===== src/rtl/ctrl_pkg.sv =====
// rtl/ctrl_pkg.sv - shared state, opcode and mux-select encodings for the multicycle controller
package ctrl_pkg;

  typedef enum logic [2:0] {
    IDLE   = 3'd0,
    FETCH  = 3'd1,
    DECODE = 3'd2,
    EXEC   = 3'd3,
    MEM    = 3'd4,
    WB     = 3'd5,
    TRAP   = 3'd6
  } state_t;

  localparam logic [6:0] OP_R      = 7'b0110011;
  localparam logic [6:0] OP_IMM    = 7'b0010011;
  localparam logic [6:0] OP_LOAD   = 7'b0000011;
  localparam logic [6:0] OP_STORE  = 7'b0100011;
  localparam logic [6:0] OP_BRANCH = 7'b1100011;
  localparam logic [6:0] OP_JAL    = 7'b1101111;
  localparam logic [6:0] OP_JALR   = 7'b1100111;
  localparam logic [6:0] OP_LUI    = 7'b0110111;
  localparam logic [6:0] OP_AUIPC  = 7'b0010111;

  localparam logic [1:0] ALU_ADD   = 2'b00;
  localparam logic [1:0] ALU_SUB   = 2'b01;
  localparam logic [1:0] ALU_FUNCT = 2'b10;

  localparam logic [1:0] SRC_A_PC    = 2'b00;
  localparam logic [1:0] SRC_A_RS1   = 2'b01;
  localparam logic [1:0] SRC_A_OLDPC = 2'b10;
  localparam logic [1:0] SRC_A_ZERO  = 2'b11;

  localparam logic [1:0] SRC_B_RS2  = 2'b00;
  localparam logic [1:0] SRC_B_FOUR = 2'b01;
  localparam logic [1:0] SRC_B_IMM  = 2'b10;

  localparam logic [1:0] PC_SRC_ALU    = 2'b00;
  localparam logic [1:0] PC_SRC_ALUOUT = 2'b01;

  localparam logic [1:0] WB_ALUOUT = 2'b00;
  localparam logic [1:0] WB_MDR    = 2'b01;
  localparam logic [1:0] WB_PC     = 2'b10;

  typedef struct packed {
    logic r;
    logic i_alu;
    logic load;
    logic store;
    logic branch;
    logic jal;
    logic jalr;
    logic lui;
    logic auipc;
  } inst_class_t;

endpackage


===== src/rtl/ctrl_decode.sv =====
// rtl/ctrl_decode.sv - combinational RV32I opcode classifier (one-hot class plus illegal)
module ctrl_decode
  import ctrl_pkg::*;
#(
  parameter int SUPPORT_UPPER_JUMP = 1
) (
  input  logic [31:0] inst,
  output inst_class_t cls,
  output logic        illegal
);

  logic [6:0] opcode;
  logic [2:0] funct3;
  logic       unused_bits;

  assign opcode      = inst[6:0];
  assign funct3      = inst[14:12];
  assign unused_bits = ^{inst[31:15], inst[11:7]};

  // An illegal instruction leaves every class bit clear so the one-hot stays clean.
  always_comb begin
    cls     = '0;
    illegal = 1'b0;
    case (opcode)
      OP_R:      cls.r     = 1'b1;
      OP_IMM:    cls.i_alu = 1'b1;
      OP_LOAD:   cls.load  = 1'b1;
      OP_STORE:  cls.store = 1'b1;
      OP_BRANCH: begin
        if (funct3[2:1] == 2'b00) cls.branch = 1'b1;
        else                      illegal    = 1'b1;
      end
      OP_JAL:   begin
        if (SUPPORT_UPPER_JUMP != 0) cls.jal = 1'b1;
        else                         illegal = 1'b1;
      end
      OP_JALR:  begin
        if (SUPPORT_UPPER_JUMP != 0) cls.jalr = 1'b1;
        else                         illegal  = 1'b1;
      end
      OP_LUI:   begin
        if (SUPPORT_UPPER_JUMP != 0) cls.lui = 1'b1;
        else                         illegal = 1'b1;
      end
      OP_AUIPC: begin
        if (SUPPORT_UPPER_JUMP != 0) cls.auipc = 1'b1;
        else                         illegal   = 1'b1;
      end
      default:  illegal = 1'b1;
    endcase
  end

endmodule


===== src/rtl/multicycle_controller.sv =====
// rtl/multicycle_controller.sv - multicycle RV32I main control FSM with memory wait and timeout trap
module multicycle_controller
  import ctrl_pkg::*;
#(
  parameter int TIMEOUT_CYCLES     = 15,
  parameter int SUPPORT_UPPER_JUMP = 1,
  parameter int ALUOP_W            = 2
) (
  input  logic               clk,
  input  logic               rst_n,
  input  logic [31:0]        inst,
  input  logic               mem_ready,
  input  logic               zero,
  output logic               pc_write,
  output logic               ir_write,
  output logic               mem_req,
  output logic               mem_we,
  output logic               i_or_d,
  output logic               reg_write,
  output logic [1:0]         mem_to_reg,
  output logic [1:0]         alu_src_a,
  output logic [1:0]         alu_src_b,
  output logic [ALUOP_W-1:0] alu_op,
  output logic [1:0]         pc_src,
  output logic               trap,
  output logic [2:0]         state_o
);

  localparam int CNT_W = (TIMEOUT_CYCLES > 0) ? $clog2(TIMEOUT_CYCLES + 1) : 1;
  localparam logic [CNT_W-1:0] CNT_MAX = '1;
  localparam logic [CNT_W-1:0] TO_VAL  = CNT_W'(TIMEOUT_CYCLES);

  state_t            state, next_state;
  logic [CNT_W-1:0]  wait_cnt;
  inst_class_t       cls;
  logic              illegal;
  logic              timeout;
  logic [1:0]        alu_op_c;

  ctrl_decode #(
    .SUPPORT_UPPER_JUMP(SUPPORT_UPPER_JUMP)
  ) u_decode (
    .inst   (inst),
    .cls    (cls),
    .illegal(illegal)
  );

  assign timeout = (TIMEOUT_CYCLES != 0) && (wait_cnt == TO_VAL) && !mem_ready;

  always_ff @(posedge clk or negedge rst_n) begin
    if (!rst_n) begin
      state    <= IDLE;
      wait_cnt <= '0;
    end else begin
      state <= next_state;
      if ((next_state == FETCH || next_state == MEM) && next_state != state)
        wait_cnt <= '0;
      else if ((state == FETCH || state == MEM) && !mem_ready && wait_cnt != CNT_MAX)
        wait_cnt <= wait_cnt + CNT_W'(1);
    end
  end

  always_comb begin
    next_state = state;
    pc_write   = 1'b0;
    ir_write   = 1'b0;
    mem_req    = 1'b0;
    mem_we     = 1'b0;
    i_or_d     = 1'b0;
    reg_write  = 1'b0;
    mem_to_reg = WB_ALUOUT;
    alu_src_a  = SRC_A_PC;
    alu_src_b  = SRC_B_RS2;
    alu_op_c   = ALU_ADD;
    pc_src     = PC_SRC_ALU;
    trap       = 1'b0;
    case (state)
      IDLE: next_state = FETCH;
      FETCH: begin
        mem_req   = 1'b1;
        alu_src_b = SRC_B_FOUR;
        if (mem_ready) begin
          ir_write   = 1'b1;
          pc_write   = 1'b1;
          next_state = DECODE;
        end else if (timeout) begin
          next_state = TRAP;
        end
      end
      DECODE: begin
        // Branch/jal target is precomputed here and held in ALUOut for EXEC.
        alu_src_a  = SRC_A_OLDPC;
        alu_src_b  = SRC_B_IMM;
        next_state = illegal ? TRAP : EXEC;
      end
      EXEC: begin
        next_state = WB;
        if (cls.r) begin
          alu_src_a = SRC_A_RS1;
          alu_src_b = SRC_B_RS2;
          alu_op_c  = ALU_FUNCT;
        end else if (cls.i_alu) begin
          alu_src_a = SRC_A_RS1;
          alu_src_b = SRC_B_IMM;
          alu_op_c  = ALU_FUNCT;
        end else if (cls.load || cls.store) begin
          alu_src_a  = SRC_A_RS1;
          alu_src_b  = SRC_B_IMM;
          next_state = MEM;
        end else if (cls.branch) begin
          alu_src_a  = SRC_A_RS1;
          alu_src_b  = SRC_B_RS2;
          alu_op_c   = ALU_SUB;
          pc_src     = PC_SRC_ALUOUT;
          pc_write   = zero ^ inst[12];
          next_state = FETCH;
        end else if (cls.jal) begin
          pc_write = 1'b1;
          pc_src   = PC_SRC_ALUOUT;
        end else if (cls.jalr) begin
          alu_src_a = SRC_A_RS1;
          alu_src_b = SRC_B_IMM;
          pc_write  = 1'b1;
        end else if (cls.lui) begin
          alu_src_a = SRC_A_ZERO;
          alu_src_b = SRC_B_IMM;
        end else if (cls.auipc) begin
          alu_src_a = SRC_A_OLDPC;
          alu_src_b = SRC_B_IMM;
        end else begin
          next_state = FETCH;
        end
      end
      MEM: begin
        mem_req = 1'b1;
        i_or_d  = 1'b1;
        mem_we  = cls.store;
        if (mem_ready)    next_state = cls.load ? WB : FETCH;
        else if (timeout) next_state = TRAP;
      end
      WB: begin
        reg_write = 1'b1;
        if (cls.load)                mem_to_reg = WB_MDR;
        else if (cls.jal || cls.jalr) mem_to_reg = WB_PC;
        next_state = FETCH;
      end
      TRAP:    trap = 1'b1;
      default: next_state = IDLE;
    endcase
  end

  assign alu_op  = ALUOP_W'(alu_op_c);
  assign state_o = state;

endmodule


===== config.mk =====
export PLATFORM = sky130hd
export DESIGN_NAME = multicycle_controller
export DESIGN_NICKNAME = d
export VERILOG_FILES = /design/src/rtl/ctrl_pkg.sv /design/src/rtl/ctrl_decode.sv /design/src/rtl/multicycle_controller.sv
export SDC_FILE = /design/constraint.sdc
export NUM_CORES = 1
export LEC_CHECK = 0
export ABC_CLOCK_PERIOD_IN_PS = 4800
export CAP_MARGIN = 15
export CORE_UTILIZATION = 35
export CTS_BUF_LIST = sky130_fd_sc_hd__clkbuf_16
export DETAILED_ROUTE_END_ITERATION = 6
export PLACE_DENSITY = 0.78
export SLEW_MARGIN = 15
export SYNTH_ARGS = -nofsm -noshare
export SYNTH_HDL_FRONTEND = slang
export SYNTH_HIERARCHICAL = 1
export SYNTH_SLANG_ARGS = --single-unit

===== constraint.sdc =====
create_clock -name clk -period 4.8 [get_ports clk]
set_input_delay 0.96 -clock clk [delete_from_list [all_inputs] [get_ports clk]]
set_output_delay 0.96 -clock clk [all_outputs]
set_load 0.005 [all_outputs]

==> impl_metrics.tcl <==
set metrics [dict create \
    outcome "completed" \
    grt_overflow_total 0 \
    min_period_ns 4.474 \
    clock-sinks 7 \
    grtUsageTotal_pct 18.68 \
    drt-total-wl_microns 2336 \
    start_kind "input port" \
    worst_pin_slew_ns 0.5289 \
    worstRegToRegCells 7 \
    antenna_found_initial 0 \
    final_net_count 185 \
    port-buffer-count 32 \
    netlist_instances 113 \
    critPathSlowestCell "clkdlybuf4s50_1" \
    grt_busiest_layer "met2" \
    worstPathArrival_ns 3.51 \
    grt_pass1_wl_microns 3864 \
    root_buffer "clkbuf_16" \
    final_common_cell "clkdlybuf4s50_1" \
    ys_seq_elements 7 \
    viasPerCell 5.457 \
    vias 955 \
    ir_drop_uv 500.2 \
    row_count 17 \
    report.final.slew_viol_count 0 \
    htreeDepth 1 \
    power_uw 577.3 \
    slew_headroom_pct 64.74 \
    path_cells "clkdlybuf4s50_1 > inv_2 > or4_4 > nor3b_2 > nor3_1 > nor3_1 > o41ai_1 > a21oi_1 > clkdlybuf4s50_1" \
    hold_path_class "reg -> reg" \
    finalCritPeriodShare_pct 93.22 \
    timing.fmax_mhz 223.5 \
    die_area_sq_mm 0.002669 \
    synth.area.top_cells "dfrtp_1 20%, nor2_1 6.5%, nor3_1 5.8%" \
    r2r_slack_ns 2.61 \
    holdPathStages 2 \
    cts_hold_buffers 0 \
    core_area_sq_mm 0.002276 \
    pre_cts_ws_ns 0.3527 \
    syn_nets 150 \
    multi_input_area_sq_um 620.6 \
    met2_usage_pct 37.66 \
    drive_above_1_share_pct 12.93 \
    synth_ff_type "dfrtp_1" \
    hpwlAfterDp_microns 1836 \
    hold_viol 0 \
    drtIter0Drc 18 \
    worstSetupPathType "in -> out" \
    grt_start_max_net_pins 17 \
    slowest_delay_ns 0.57 \
    min_to "wait_cnt[3]" \
    pin_count 56 \
    syn2layout_area_growth_pct 47.68 \
    path_max_fanout 5 \
    fin_ws_ns 0.3256 \
    fin_setup_tns_ns 0 \
    reg2reg_from "state_o[0]" \
    power_density_mw_per_mm2 452.8 \
    cts_tree "built" \
    drcViolationCount 0 \
    synth_area_sq_um 863.3 \
    postCtsSetupBuffers 0 \
    cts_buffers 3 \
    clk_latency_ns 0.23 \
    crit_path_end_kind "primary output" \
    holdCritStartpoint "wait_cnt[3]" \
    rr_endpoint "wait_cnt[3]" \
    ff_latch_area_sq_um 175.2 \
    antenna_cells 0 \
    skew_ns 0.002890 \
    met3_usage_pct 2.924 \
    clkTransAtPathRegs_ns 0.03 \
    cts.path.max_buffers 2 \
    post_drt_wl_per_cell_microns 13.35 \
    yosysTopAreaCell "dfrtp_1" \
    cts-resized-gates 0 \
    async_reset_ff_share_pct 100.0 \
    synth_edf_count 0 \
    fillers 214 \
    yosysTopAreaCellShare_pct 20.29 \
    layout_common_cells "32 x clkdlybuf4s50_1, 15 x nor2_1, 10 x nor3_1, 8 x inv_1, 7 x dfrtp_1" \
    gp_congestion 0.7871 \
    required_ns 3.84 \
    yosysSeqAreaShare_pct 20.29 \
    setup-violations-final 0 \
    detail-route-antenna-nets 0 \
    use_met1_pct 20.75 \
    p_leak_nw 0.5378 \
    syn_area_per_cell_sq_um 7.640 \
    grt_pass1_vias 931 \
    dieHeight_microns 51.67 \
    hold_ws_ns 0.6478 \
    dieWidth_microns 51.67 \
    initial_core_util_pct 37.93 \
    rsz0062_at_grt "false" \
    yosys_warnings 6 \
    drv_cap 0 \
    firstDrtPassIters 4 \
    synth_cell_type_count 46 \
]
-- Yosys cell counts (3+ instances only) --
master and number:
o21ai_0 3, nor2_1 15, nand3_1 5, or4_1 3
xor2_1 3, a21oi_1 5, nor3b_1 4, inv_1 7
dfrtp_1 7, nor3_1 10, and2_1 4, nand2_1 6
-- area by class of cell --
type | instances | share of cell area (%)
Multi-Input combinational cell | 94 | 48.68
Timing Repair Buffer | 34 | 26.30
Sequential cell | 7 | 13.74
Clock buffer | 3 | 5.888
Tap cell | 28 | 2.748
Inverter | 8 | 2.355
Clock inverter | 1 | 0.2944
-- stage by stage --
stage | area [sq um] | instances | utilization [%]
after floorplan | 863.3 | 113 | -
after global placement | 1196 | 171 | 52.56
after detailed placement | 1196 | 171 | 52.56
after CTS | 1275 | 175 | 56.02
after global routing | 1275 | 175 | 56.02
final | 1275 | 175 | 56.02
-- where the power goes --
group | internal, mW | leakage [nW] | total, mW | switching (mW)
logic | 0.178 | 0.403 | 0.311 | 0.134
clock network | 0.108 | 0.0423 | 0.137 | 0.0288
registers | 0.0775 | 0.0922 | 0.129 | 0.0517
total | 0.363 | 0.538 | 0.577 | 0.214
-- critical path, delay by kind of cell --
family | cells | cell delay [ns]
compound gates | 2 | 0.27
buf+inv | 3 | 1.16
simple gates | 4 | 1.11
-- flip-flops by register name, indices dropped and copies added (netlist names) --
register  count
state_o       3
wait_cnt      4
-- per-layer routing --
metal / vias up / part of all wire [%]
met5: - / 0
met4: 0 / 0
met3: 0 / 4.7
met2: 20 / 55
met1: 458 / 40
li1: 477 / -
-- logic make-up after synthesis --
kind of cell / after synthesis / share of synthesized area (%)
AO/OA/AOI/OAI: 24 / 20.43
other: 1 / 0.4344
buffers and inverters: 12 / 7.826
flip-flops: 7 / 20.29
adder cells (fa/ha/maj): 1 / 1.449
AND/OR/NAND/NOR: 62 / 43.19
XOR/XNOR: 4 / 4.059
multiplexers: 2 / 2.319
-- worst max path at each step --
stage	from	endpoint	slack (ns)	cells past startpoint
final	inst[5]	alu_src_b[1]	0.33	9
after global routing	inst[5]	alu_src_b[1]	0.18	9
after CTS	inst[5]	alu_src_b[1]	0.35	9
after detailed placement	inst[5]	alu_src_b[1]	0.35	9
after global placement	inst[5]	alu_src_b[1]	0.40	9
after floorplan	inst[5]	alu_src_b[1]	1.45	6
(Power assumes the default switching activity.)
